$ cat src/rtl/user_io.sv
// Front-panel controller: turns switches and pushbuttons into cursor moves,
// note selection, and writes/deletes on a 40-slot composition of 6-bit notes.
module user_io #(
    parameter int unsigned DEPTH    = 40,
    parameter int unsigned NOTE_MAX = 35
) (
    input  logic       clk,
    input  logic       reset,
    input  logic       SW0,
    input  logic       SW1,
    input  logic       KEY0,
    input  logic       KEY1,
    input  logic       KEY2,
    input  logic       KEY3,
    output logic [5:0] note_RAM [DEPTH-1:0],
    output logic [5:0] i_note,
    output logic [5:0] pos_out,
    output logic [5:0] note_out,
    output logic       confirm,
    output logic       delete,
    output logic       write_en,
    output logic [6:0] HEX3,
    output logic [6:0] HEX2,
    output logic [6:0] HEX1
);

    localparam logic [5:0] LAST = 6'(DEPTH - 1);
    localparam logic [5:0] NMAX = 6'(NOTE_MAX);

    logic [3:0] key_vec;
    logic [3:0] key_prev;
    logic [3:0] press;
    logic       act_del;
    logic       act_conf;
    logic       act_inc;
    logic       act_dec;
    logic       del_ok;
    logic [5:0] cap;
    logic [5:0] del_idx;
    logic [5:0] pos_tens;
    logic [5:0] pos_ones;
    logic [5:0] note_mod;

    assign key_vec = {KEY3, KEY2, KEY1, KEY0};
    assign press   = key_prev & ~key_vec;

    // One action per cycle, priority KEY0 > KEY1 > KEY3 > KEY2; lock masks all.
    always_comb begin
        act_del  = ~SW1 & press[0];
        act_conf = ~SW1 & ~press[0] & press[1];
        act_inc  = ~SW1 & ~press[0] & ~press[1] & press[3];
        act_dec  = ~SW1 & ~press[0] & ~press[1] & ~press[3] & press[2];
        del_ok   = act_del & (i_note != 6'd0);
        cap      = (i_note < LAST) ? i_note : LAST;
        del_idx  = (pos_out < i_note) ? pos_out : i_note - 6'd1;
    end

    always_ff @(posedge clk) begin
        if (reset) begin
            for (int unsigned i = 0; i < DEPTH; i++) begin
                note_RAM[i] <= '0;
            end
            i_note   <= '0;
            pos_out  <= '0;
            note_out <= '0;
            confirm  <= 1'b0;
            delete   <= 1'b0;
            write_en <= 1'b0;
            key_prev <= '1;
        end else begin
            key_prev <= key_vec;
            confirm  <= act_conf;
            delete   <= del_ok;
            write_en <= act_conf | del_ok;
            if (act_conf) begin
                note_RAM[pos_out] <= note_out;
                if (pos_out == i_note) begin
                    i_note <= i_note + 6'd1;
                    if (pos_out < LAST) begin
                        pos_out <= pos_out + 6'd1;
                    end
                end
            end else if (del_ok) begin
                for (int unsigned i = 0; i < DEPTH - 1; i++) begin
                    if (i >= 32'(del_idx)) begin
                        note_RAM[i] <= note_RAM[i + 1];
                    end
                end
                note_RAM[DEPTH - 1] <= '0;
                i_note <= i_note - 6'd1;
                if (pos_out > i_note - 6'd1) begin
                    pos_out <= i_note - 6'd1;
                end
            end else if (act_inc) begin
                if (SW0) begin
                    note_out <= (note_out < NMAX) ? note_out + 6'd1 : note_out;
                end else begin
                    pos_out <= (pos_out < cap) ? pos_out + 6'd1 : pos_out;
                end
            end else if (act_dec) begin
                if (SW0) begin
                    note_out <= (note_out != 6'd0) ? note_out - 6'd1 : note_out;
                end else begin
                    pos_out <= (pos_out != 6'd0) ? pos_out - 6'd1 : pos_out;
                end
            end
        end
    end

    // Active-low segments {g,f,e,d,c,b,a}
    function automatic logic [6:0] seg7(input logic [3:0] v);
        case (v)
            4'h0:    seg7 = 7'h40;
            4'h1:    seg7 = 7'h79;
            4'h2:    seg7 = 7'h24;
            4'h3:    seg7 = 7'h30;
            4'h4:    seg7 = 7'h19;
            4'h5:    seg7 = 7'h12;
            4'h6:    seg7 = 7'h02;
            4'h7:    seg7 = 7'h78;
            4'h8:    seg7 = 7'h00;
            4'h9:    seg7 = 7'h10;
            4'ha:    seg7 = 7'h08;
            4'hb:    seg7 = 7'h03;
            default: seg7 = 7'h7f;
        endcase
    endfunction

    always_comb begin
        pos_tens = pos_out / 6'd10;
        pos_ones = pos_out % 6'd10;
        note_mod = note_out % 6'd12;
        HEX3     = seg7(pos_tens[3:0]);
        HEX2     = seg7(pos_ones[3:0]);
        HEX1     = seg7(note_mod[3:0]);
    end

endmodule

$ cat config.mk
export PLATFORM = sky130hd
export DESIGN_NAME = user_io
export DESIGN_NICKNAME = d
export VERILOG_FILES = /design/src/rtl/user_io.sv
export SDC_FILE = /design/constraint.sdc
export NUM_CORES = 1
export LEC_CHECK = 0
export CORE_UTILIZATION = 55
export DETAILED_ROUTE_END_ITERATION = 8
export GPL_TIMING_DRIVEN = 0
export HOLD_SLACK_MARGIN = 0.12
export PLACE_DENSITY = 0.84
export SLEW_MARGIN = 20
export SYNTH_ARGS = -nofsm -noshare
export SYNTH_HDL_FRONTEND = slang
export SYNTH_SLANG_ARGS = --single-unit
$ cat constraint.sdc
create_clock -name clk -period 4.6 [get_ports clk]
set_input_delay 0.92 -clock clk [delete_from_list [all_inputs] [get_ports clk]]
set_output_delay 0.92 -clock clk [all_outputs]
set_load 0.01 [all_outputs]
==> impl_results.md <==
* Status: finished, violations left
* Failing checks: DRC, setup timing
* Final cell count without fillers at roughly 2,600
* Iteration-0 DRC Markers at 3,259
* WP data arrival at between 5 and 6 ns
* RSZ-0062 raised after global routing: false
* Number of buffers created by CTS at 28
* Max Freq at 0.2155 GHz
* Clock Latency Late Sink at 0.56 ns
* GR peak layer: met2
* FF-to-FF End: note_RAM[31]
* WL per Instance at 28.18 um
* Hold Path Origin: note_RAM[3]
* Proportion of layout cells with a drive suffix above 1 at 8.602%
* Full die area at 28,290 um^2
* Vias per cell at between 7 and 8
* Crit-path slowest cell: a21oi_1
* Die W at 168.2 um
* Met2 usage at 72.52%
* Post-layout min period at around 4.6 ns
* Async SR Flop Fraction at 0%
* Crit-path leading delay family: buffers and inverters
* Netlist cell types at 98
* Post-synth top area share at 34.92%
* Clock transition at path regs at around 0.060 ns
* Grt ovf at 0
* Sink of the worst hold path: note_RAM[3]
* Worst vdd rail ir drop at 335.8 uV
* Main synth FF type: dfxtp_1
* Drt drc at 7
* Setup WS post-layout at -0.04079 ns
* Largest net degree at the start of global routing at 22
* #FFs+latches synth at 265
* Skew final at 0.01029 ns
* Most common cell in the synthesized netlist: dfxtp_1
* Area of the multi-input gates at 9117 um^2
* Max cap viols at 0
* DRT antenna net count at 0
* Met3 usage at ~14%
* Slew @ Worst Pin at between 1 and 1.5 ns
* Drt pass-1 iters at 9
* Worst R2R Setup Slack at -0.04 ns
* Avg Inst Size Synth at 8.043 um^2
* Area leader, netlist: dfxtp_1
* CTS Sinks at 265
* Met1 Use GR at roughly three fifths
* Hold_ws at 0.4692 ns
* Initial antenna violation count at 3
* Worst r2r src: i_note[0]
* Reg2Reg Depth at 9
* Hold Violations, Final at 0
* PortBufs at 288
* Yosys Warn Count at 0
* Mapped cell area at between 15,000 and 20,000 um^2
* Cell Chain, Critical Path: clkbuf_1, inv_1, ha_1, clkbuf_1, nor2_1, a21oi_1, nand3_1, and2_1, a221oi_1
* Crit start category: flop
* P&R area growth vs syn at 28.95%
* H-tree levels at 1
* Fill count at 2,156
* Via count at 18,311
* DP Cell Count at ~2,500
* First-pass GRT wire length at 104.9 mm
* Placer Congestion at approximately 1.1
* Final setup fails at 1
* Max incr delay on CP at 0.78 ns
* Final WL at just over 70 mm
* Detailed Place HPWL at about 53 mm
* Hold Path Class: flop to flop
* Synth Instances at 1,889
* CORE AREA at 27,030 um^2
* FF/Latch Area at between 5000 and 6000 um^2
* Crit-path most repeated cell: clkbuf_1
* Pleak at ~7 nW
* Worst slew margin at 9.624%
* Top cells by count, synth: dfxtp_1, nor2_1, nand2_1
* Register area share after synthesis at a little over a third
* Cells on Worst Hold Path at 2
* Slew Limit Fails at 0
* CTS tree: yes
* Maximum clock insertion buffer count at 3
* Setup CP Type: flop to flop
* Number of flops mapped to enable cells by yosys at 0
* Final cycle utilization of the critical path at 100.9%
* Total power divided by cell area at 638.4 nW/um^2
* Dpl ws at -0.1487 ns
* Total Routing Usage GR at 49.42%
* Synth top area cells: dfxtp_1, a22oi_1, a21oi_1, nor2_1, nand2_1
* Critical Path End Type: flop
* Initial core utilization at between 50% and 60%
* Num ports at 290
* Critical-path maximum fanout at 10
* Num rows at 60
* Worst path required time at 5.03 ns
* CP bufs+invs at 3
* Vias in the first global route at 17,057
* Clk root buf: clkbuf_16
* Fin nets at 2,270
* Die Y at 168.2 um
* Hold_buf cts at 0
* Syn Nets at roughly 1,900
-- flip-flops by register name, summed over array words and instances (netlist names) --
name and cells:
write_en 1, i_note 6, delete 1, note_out 6, key_prev 4, note_RAM 240, confirm 1, pos_out 6
-- worst max path at each step --
stage	start	slack [ns]	cells past startpoint	endpoint
3_3_place_gp	SW1	-0.16	7	note_RAM[71]
6_report	i_note[0]	-0.04	9	note_RAM[31]
4_1_cts	note_out[5]	0.002	11	HEX1[0]
2_1_floorplan	pos_out[4]	1.06	9	HEX2[5]
3_5_place_dp	note_out[4]	-0.15	11	HEX1[4]
5_1_grt	i_note[0]	0.00004	9	note_RAM[31]
-- placed cells by master, fill, tap and decap left out, types with 12 or more instances in the layout --
cell,netlist,final
clkdlybuf4s50_1,0,285
dfxtp_1,265,261
nor2_1,188,188
nand2_1,176,176
a21oi_1,157,157
a22oi_1,133,133
clkbuf_1,95,92
nand3_1,89,89
o21ai_0,89,88
nor3_1,55,52
ha_1,50,50
inv_1,48,46
a211oi_1,34,34
a2bb2oi_1,29,29
clkbuf_16,0,29
a21o_1,26,26
buf_2,25,25
a31oi_1,25,25
buf_4,9,15
nor2b_1,16,15
o21a_1,15,15
nand2b_1,14,14
xnor2_1,14,13
nor4_1,13,13
a221oi_1,13,13
a22o_1,13,13
nor3b_1,12,12
-- kinds of logic after synthesis --
| kind of cell | after synthesis | share of synthesized area (%) |
|---|---|---|
| AOI/OAI and AO/OA | 702 | 33.28 |
| xor gates and xnor gates | 16 | 0.9718 |
| muxes | 22 | 1.540 |
| adders and majority gates | 51 | 4.249 |
| buffers and inverters | 194 | 5.320 |
| and+or+nand+nor | 639 | 19.72 |
| DFF | 265 | 34.92 |
-- layout make-up --
class	count	share of cell area, %
Clock inverter	8	0.5875
Sequential cell	265	27.10
Antenna cell	1	0.01277
Multi-Input combinational cell	1430	46.54
Tap cell	341	2.178
Buffer	142	3.295
Inverter	51	1.015
Clock buffer	43	4.330
Timing Repair Buffer	293	14.94
-- report_power, final --
| group | total, mW | switching [mW] | internal [mW] | leakage, nW |
|---|---|---|---|---|
| clock | 2.40 | 0.973 | 1.43 | 0.478 |
| sequential | 3.08 | 0.454 | 2.63 | 2.14 |
| combinational | 7.02 | 4.63 | 2.39 | 4.30 |
-- per-layer routing --
metal | share of wire, % | routed length, um
met4 | 8.8 | 6374
met3 | 15 | 10750
met2 | 41 | 29870
met5 | 0.014 | 10
met1 | 35 | 25540
-- per-stage QoR --
step           utilization, %  setup TNS, ns  power (mW)  area, um^2
3_3_place_gp            68.46        -0.9527       9.651       18500
6_report                72.50       -0.04079       12.51       19590
3_5_place_dp            68.55        -0.4495       9.727       18530
5_1_grt                 72.49              0       12.81       19590
4_1_cts                 72.27              0       12.10       19530
2_1_floorplan               -              0       7.067       15190
-- tightest hold or removal path: stages, from the launching register on --
cell	delay, ns
dfxtp_1	0.31
inv_1	0.06
a221oi_2	0.05
-- repair_timing --
item                                    in CTS  in global routing
buffers inserted                             1                  3
resized for setup                           18                 22
cloned                                       0                  0
endpoints found under the setup margin      16                 10
No activity file was read; power rests on OpenSTA's default activity.
